[src/rtl/alu_pkg.sv]
// Shared constants for the ALU issue stage: widths, ALU function codes and
// the multi-cycle latency class of each function.
package alu_pkg;

    localparam int ALU_XLEN = 32;
    localparam int ALU_RA   = 5;

    localparam logic [5:0] ALU_NOP    = 6'b000000;
    localparam logic [5:0] ALU_ADD    = 6'b100000;
    localparam logic [5:0] ALU_SUB    = 6'b100010;
    localparam logic [5:0] ALU_AND    = 6'b100100;
    localparam logic [5:0] ALU_OR     = 6'b100101;
    localparam logic [5:0] ALU_XOR    = 6'b100110;
    localparam logic [5:0] ALU_SLT    = 6'b101010;
    localparam logic [5:0] ALU_LUI    = 6'b001111;
    localparam logic [5:0] ALU_FMADD  = 6'b010000;
    localparam logic [5:0] ALU_FMSUB  = 6'b010001;
    localparam logic [5:0] ALU_FMUL   = 6'b010010;
    localparam logic [5:0] ALU_FDIV   = 6'b010011;
    localparam logic [5:0] ALU_FNMADD = 6'b010100;
    localparam logic [5:0] ALU_FCVT   = 6'b010111;
    localparam logic [5:0] ALU_FADD   = 6'b011001;
    localparam logic [5:0] ALU_FSUB   = 6'b011010;
    localparam logic [5:0] ALU_FMIN   = 6'b011110;
    localparam logic [5:0] ALU_FMAX   = 6'b011111;

    // Number of extra cycles the ALU needs before its result is valid.
    function automatic logic [1:0] lat_class(input logic [5:0] ctl);
        logic [1:0] cls;
        cls = 2'd0;
        case (ctl)
            ALU_FADD, ALU_FSUB, ALU_FCVT, ALU_FMIN, ALU_FMAX: cls = 2'd1;
            ALU_FMADD, ALU_FMSUB, ALU_FMUL, ALU_FNMADD:        cls = 2'd2;
            ALU_FDIV:                                          cls = 2'd3;
            default:                                           cls = 2'd0;
        endcase
        return cls;
    endfunction

endpackage

[src/rtl/alu_issue_fwd_sel.sv]
// Operand bypass select for one source register: x0, then the EX-stage
// result, then the WB-stage result, then the register file.
module fwd_sel #(
    parameter int XLEN = 32,
    parameter int RA   = 5
) (
    input  logic [RA-1:0]   rs,
    input  logic            ex_valid,
    input  logic            ex_we,
    input  logic [RA-1:0]   ex_rd,
    input  logic            wb_valid,
    input  logic            wb_we,
    input  logic [RA-1:0]   wb_rd,
    input  logic [XLEN-1:0] alu_fwd,
    input  logic [XLEN-1:0] wb_res,
    input  logic [XLEN-1:0] rf_data,
    output logic [XLEN-1:0] val
);

    always_comb begin
        val = rf_data;
        if (rs == '0) begin
            val = '0;
        end else if (ex_valid && ex_we && (ex_rd == rs)) begin
            val = alu_fwd;
        end else if (wb_valid && wb_we && (wb_rd == rs)) begin
            val = wb_res;
        end
    end

endmodule

[src/rtl/alu_issue.sv]
// Issue/EX register stage ahead of the ALU: operand bypassing, multi-cycle
// FP stall generation and register-file write tracking.
module alu_issue
    import alu_pkg::*;
#(
    parameter int XLEN = ALU_XLEN,
    parameter int RA   = ALU_RA
) (
    input  logic            clk,
    input  logic            rst,
    input  logic            id_valid,
    input  logic [5:0]      id_aluctl,
    input  logic [RA-1:0]   id_rs1,
    input  logic [RA-1:0]   id_rs2,
    input  logic [RA-1:0]   id_rd,
    input  logic            id_we,
    input  logic            id_use_imm,
    input  logic [XLEN-1:0] id_imm,
    input  logic [XLEN-1:0] id_rs1_data,
    input  logic [XLEN-1:0] id_rs2_data,
    input  logic            flush,
    input  logic [XLEN-1:0] alu_fwd,
    input  logic [XLEN-1:0] wb_res,
    output logic [XLEN-1:0] op1,
    output logic [XLEN-1:0] op2,
    output logic [5:0]      aluctl,
    output logic            stall,
    output logic            id_ready,
    output logic            rf_we,
    output logic [RA-1:0]   rf_wa
);

    logic            ex_valid;
    logic            ex_we;
    logic [RA-1:0]   ex_rd;
    logic [1:0]      ex_cnt;
    logic            wb_valid;
    logic            wb_we;
    logic [RA-1:0]   wb_rd;
    logic [XLEN-1:0] fwd1;
    logic [XLEN-1:0] fwd2;
    logic            accept;

    fwd_sel #(.XLEN(XLEN), .RA(RA)) u_fwd_rs1 (
        .rs       (id_rs1),
        .ex_valid (ex_valid),
        .ex_we    (ex_we),
        .ex_rd    (ex_rd),
        .wb_valid (wb_valid),
        .wb_we    (wb_we),
        .wb_rd    (wb_rd),
        .alu_fwd  (alu_fwd),
        .wb_res   (wb_res),
        .rf_data  (id_rs1_data),
        .val      (fwd1)
    );

    fwd_sel #(.XLEN(XLEN), .RA(RA)) u_fwd_rs2 (
        .rs       (id_rs2),
        .ex_valid (ex_valid),
        .ex_we    (ex_we),
        .ex_rd    (ex_rd),
        .wb_valid (wb_valid),
        .wb_we    (wb_we),
        .wb_rd    (wb_rd),
        .alu_fwd  (alu_fwd),
        .wb_res   (wb_res),
        .rf_data  (id_rs2_data),
        .val      (fwd2)
    );

    assign stall    = ex_valid && (ex_cnt != 2'd0);
    assign id_ready = ~stall;
    assign accept   = id_valid && !flush;
    assign rf_we    = wb_valid && wb_we;
    assign rf_wa    = wb_rd;

    // While stalled only the latency counter moves; flush is ignored until release.
    always_ff @(posedge clk or negedge rst) begin
        if (!rst) begin
            op1      <= '0;
            op2      <= '0;
            aluctl   <= ALU_NOP;
            ex_valid <= 1'b0;
            ex_we    <= 1'b0;
            ex_rd    <= '0;
            ex_cnt   <= 2'd0;
            wb_valid <= 1'b0;
            wb_we    <= 1'b0;
            wb_rd    <= '0;
        end else if (stall) begin
            ex_cnt <= ex_cnt - 2'd1;
        end else begin
            wb_valid <= ex_valid;
            wb_we    <= ex_we;
            wb_rd    <= ex_rd;
            if (accept) begin
                op1      <= fwd1;
                op2      <= id_use_imm ? id_imm : fwd2;
                aluctl   <= id_aluctl;
                ex_valid <= 1'b1;
                ex_we    <= id_we && (id_rd != '0);
                ex_rd    <= id_rd;
                ex_cnt   <= lat_class(id_aluctl);
            end else begin
                op1      <= '0;
                op2      <= '0;
                aluctl   <= ALU_NOP;
                ex_valid <= 1'b0;
                ex_we    <= 1'b0;
                ex_rd    <= '0;
                ex_cnt   <= 2'd0;
            end
        end
    end

endmodule

[config.mk]
export PLATFORM = sky130hd
export DESIGN_NAME = alu_issue
export DESIGN_NICKNAME = d
export VERILOG_FILES = /design/src/rtl/alu_pkg.sv /design/src/rtl/alu_issue_fwd_sel.sv /design/src/rtl/alu_issue.sv
export SDC_FILE = /design/constraint.sdc
export NUM_CORES = 1
export LEC_CHECK = 0
export CORE_UTILIZATION = 43
export CTS_CLUSTER_DIAMETER = 30
export CTS_CLUSTER_SIZE = 12
export DETAILED_ROUTE_END_ITERATION = 6
export GPL_ROUTABILITY_DRIVEN = 0
export PLACE_DENSITY = 0.92
export SETUP_SLACK_MARGIN = 0.5
export SLEW_MARGIN = 40
export SYNTH_ARGS = -nofsm -noshare
export SYNTH_HDL_FRONTEND = slang
export SYNTH_SLANG_ARGS = --single-unit
[constraint.sdc]
create_clock -name clk -period 3.26 [get_ports clk]
set_input_delay 0.489 -clock clk [delete_from_list [all_inputs] [get_ports clk]]
set_output_delay 0.489 -clock clk [all_outputs]
set_load 0.01 [all_outputs]
; ---- After elaboration in Yosys (flattened, before gate mapping)
; Memory sizes are Yosys's and may differ from the RTL's.
; Index checks and enable logic that the tools add are counted.
[totals]
reg_bits = 86
mem_bits_ro = 64
input_bits = 187
output_inout_bits = 78
wordCells = 47
n_memories = 1
[op_classes]
add_sub_neg = 1
n_eq_ne = 4
muxes = 16
bitwise = 1
n_reduce_logical = 14
[memory_table]
columns = memory, depth, word_bits, read_ports, rd_clocked_by_memory_dff, write_ports, line
row1 = (name not given), 32, 2, 1, 0, 0, alu_pkg.sv:31  ; case (ctl)
[ops]
columns = cell, count
row1 = two-way mux 32 bit, 9
row2 = == test 5 bit, 4
row3 = zero test 5 bit, 2
row4 = logical AND 1 bit, 9
row5 = two-way mux 2 bit, 3
row6 = two-way mux 6 bit, 1
row7 = two-way mux 5 bit, 1
row8 = nonzero test 5 bit, 1
row9 = two-way mux 1 bit, 2
row10 = nonzero test 2 bit, 1
row11 = "subtractor 2 x 1 -> 2 bit, second input constant", 1
row12 = zero test 1 bit, 1
row13 = NOT 1 bit, 1

; ---- Longest topological paths before layout
[logic_depth]
word_depth = 7
ltp_mapped = 10
depth_no_buf = 8

; ---- By module
; A second synthesis with hierarchy kept.
[unflattened]
hier_cells = 619
hier_area_um2 = 5302.6
[by_module_without_submodules]
columns = module, instances, cells_per_inst, area_each_um2, seq_area_each_um2
row1 = alu_issue, 1, 293, 3485.8, 2152.1
row2 = fwd_sel, 2, 163, 908.4, 0.0

; ---- Least setup slack after synthesis
; No wires, ideal clock.
[synth_timing]
path_type = reg2out
start = register ex_cnt[0]
end = output stall
t_arrival_ps = 1413
required_time_ps = 2771
setup_slack_ps = 1358
path_stages_with_launch = 7
n_path_buf = 2
cell_sequence = dfrtp_1 > inv_1 > ha_1 > nand2b_1 > inv_1 > clkbuf_1 > clkbuf_1
[synth_between]
elab_chain_cells = 2
[synth_rtl]
columns = element, line
row1 = from (decl), alu_issue.sv:36  ; logic [1:0] ex_cnt;
row2 = from (signal assigned), alu_issue.sv:92  ; ex_cnt <= ex_cnt - 2'd1;
row3 = from (signal assigned), alu_issue.sv:104  ; ex_cnt <= lat_class(id_aluctl);
row4 = nonzero test 2 bit, alu_issue.sv:72  ; assign stall = ex_valid && (ex_cnt != 2'd0);
row5 = logical AND 1 bit, alu_issue.sv:72
row6 = to (decl), alu_issue.sv:27  ; output logic stall,
; No other way between the ends.

; ---- Worst setup path in the final report
; Same ends and word-level chain as after synthesis.

==> run_results.csv <==
group,metric,value,unit
clock_network,htreeDepth,3,
power_and_ir_drop,ir_drop,227,µV
cells_and_area,diodes,0,
route,ant_nets,0,
global_routing,grt_max_degree,87,
sta,maxSlewViolCount,0,
sta,fmax,383,MHz
clock_network,cts_tree,"yes",
synth,synth_seq_cells,86,
synth,yosysWarnings,0,
critical_path,r2r_start,"ex_cnt[0]",
sta,worst_pin_slew,0.719,ns
synth,synth_cells,511,
synth,synth_area_per_cell,9.54,µm²
critical_path,crit_slowest_cell,"clkdlybuf4s50_1",
route,wl_met3,1.47,mm
sta,final_hold_viol_count,0,
route,num_vias,5367,
route,firstDrtPassIters,7,
die,coreArea,0.0109,mm²
global_routing,grt_pass1_vias,5760,
sta,rsz0062_at_grt,"false",
critical_path,required,2.77,ns
sta,min_period,2.61,ns
critical_path,path_class,"flip-flop to output pin",
route,wl_met2,9.58,mm
route,wl_met1,6.84,mm
min_path,hold_class,"primary input to asynchronous set/reset pin",
global_routing,grt_pass1_wl,28.3,mm
route,avgRoutedWirePerCell,20.8,µm
die,die_area,0.0118,mm²
route,drtIter0Drc,653,
placed_design,hpwl,13.3,mm
die,pin_count,265,
synth,synth_ff_type,"dfrtp_1",
cells_and_area,multi_input_area,0.00239,mm²
route,drc,0,
critical_path,r2r_cells,10,
cells_and_area,seq_area,0.00215,mm²
cells_and_area,syn_to_final_growth,64.1,%
die,start_util,44.6,%
cells_and_area,drive_gt1_share,5.77,%
placed_design,dp.cells,886,
critical_path,critPathTopFamily,"buffers and inverters",
cells_and_area,fill_cells,793,
cells_and_area,fin_cells,903,
power_and_ir_drop,p_per_area,377,mW/mm²
synth,ys_seq_area_share,44.2,%
global_routing,grt.total_usage,31.8,%
synth,synth_edf_count,0,
critical_path,crit_fanout,45,
die,die_w,108,µm
critical_path,crit_buf_inv,4,
critical_path,r2r_end,"op2[19]",
critical_path,r2r_slack,1.03,ns
sta,period_share,80.0,%
synth,synth_nets,701,
critical_path,end_kind,"output pin",
route,avgViaCountPerCell,5.94,
synth,synth_cell_types,38,
global_routing,antenna_found_initial,0,
sta,skew,0.00600,ns
cells_and_area,layout_common_cells,"263 x clkdlybuf4s50_1, 86 x dfrtp_1, 56 x nand2_1, 36 x inv_1, 36 x o21ai_0",
route,totalWireLength,18.8,mm
synth,synth.cell_area,0.00487,mm²
sta,relSlewSlack,52.1,%
cells_and_area,final_nets,948,
critical_path,critical_path_arrival,2.12,ns
critical_path,cpPeakStageDelay,0.59,ns
clock_network,clockBufferDepth,2,
run,drv_cap,0,
clock_network,ctsHoldBuffers,0,
clock_network,cts_sinks,86,
status,status,"complete, no violations",
sta,setup_tns,0,ns
clock_network,cts_buffers,9,
clock_network,clk_latency,0.34,ns
sta,setup_violations,0,
route,highest_layer,"met4",
clock_network,root_buffer,"clkbuf_16",
clock_network,clk_pin_slew_worst_paths,0.06,ns
die,fp-row-count,38,
power_and_ir_drop,power_leakage,3.64,nW
critical_path,path_cells,"inv_1 > ha_1 > nand2b_1 > inv_2 > buf_8 > clkdlybuf4s50_1",
die,die_h,108,µm
synth,async_flop_share,100,%
global_routing,globalRouteOverflowTotal,0,
critical_path,start_kind,"flip-flop",
cells_and_area,final_common_cell,"clkdlybuf4s50_1",
placed_design,portBuffers,264,
==> cell type report <==
type,instances,share of cell area [%]
multi-input combinational,346,29.9
sequential,86,26.9
timing repair buffer,278,34.7
tap,140,2.19
clock inverter,7,1.82
clock buffer,9,2.82
inverter,37,1.74
==> logic make-up after synthesis <==
family          after synthesis  share of synthesized area (%)
simple gates                113                           12.4
compound gates              177                           25.2
fa+ha+maj                     3                          0.770
flops                        86                           44.2
xor+xnor                     20                           3.59
buf+inv                      79                           7.09
mux                          33                           6.78
==> Yosys cell counts, types with 8 or more instances <==
| cell | number | area (µm²) |
|---|---|---|
| a211oi_1 | 32 | 240 |
| o21ai_1 | 30 | 150 |
| o21ai_0 | 36 | 180 |
| dfrtp_1 | 86 | 2150 |
| clkbuf_1 | 24 | 90.1 |
| mux2i_1 | 33 | 330 |
| xnor2_1 | 8 | 70.1 |
| xor2_1 | 12 | 105 |
| inv_1 | 37 | 139 |
| nand2_1 | 56 | 210 |
| buf_2 | 9 | 45.0 |
| a22oi_1 | 32 | 240 |
| and3_1 | 31 | 194 |
| o221ai_1 | 32 | 280 |
| a22o_1 | 10 | 87.6 |
==> where the power goes <==
part,switching (W),leakage [nW],internal [W]
clock,0.000446,0.176,0.000831
combinational,0.000228,2.31,0.000349
sequential,0.0000394,1.16,0.00112
==> metrics by stage <==
step	setup slack [ns]	cell area (µm²)	hold slack (ns)	power [W]	utilization [%]
finish	0.652	8000	0.176	0.00301	73.1
global route	0.537	8000	0.249	0.00311	73.1
CTS	0.591	7980	0.241	0.00302	73.0
detailed placement	0.655	7610	0.448	0.00175	69.6
global placement	0.738	7600	0.440	0.00173	69.5
floorplan	1.36	4870	0.193	0.00133	-
==> routing by layer <==
| metal | global-route usage (%) | vias up |
|---|---|---|
| li1 | - | 2377 |
| met1 | 34.5 | 2589 |
| met2 | 55.7 | 331 |
| met3 | 7.05 | 70 |
| met4 | 20.7 | 0 |
| met5 | 0 | - |
==> worst max-delay path by stage <==
stage,startpoint,endpoint,cells past startpoint
after global routing,ex_cnt[0],stall,6
after floorplan,ex_cnt[0],stall,6
final,ex_cnt[0],stall,6
after detailed placement,id_rs1[1],op1[16],5
after CTS,ex_cnt[0],stall,6
after global placement,id_rs2[1],op2[31],7
==> flip-flops by register name, indices dropped and copies added, names as in the netlist <==
signal,cells
rf_wa,5
aluctl,6
ex_cnt,2
wb_we,1
op1,32
ex_rd,5
ex_valid,1
op2,32
wb_valid,1
ex_we,1
==> repair_timing <==
action,4_1_cts,5_1_grt
resized for setup,1,2
setup buffers,0,0
endpoints found under the setup margin,1,1
Power figures use the tool's default switching activity.
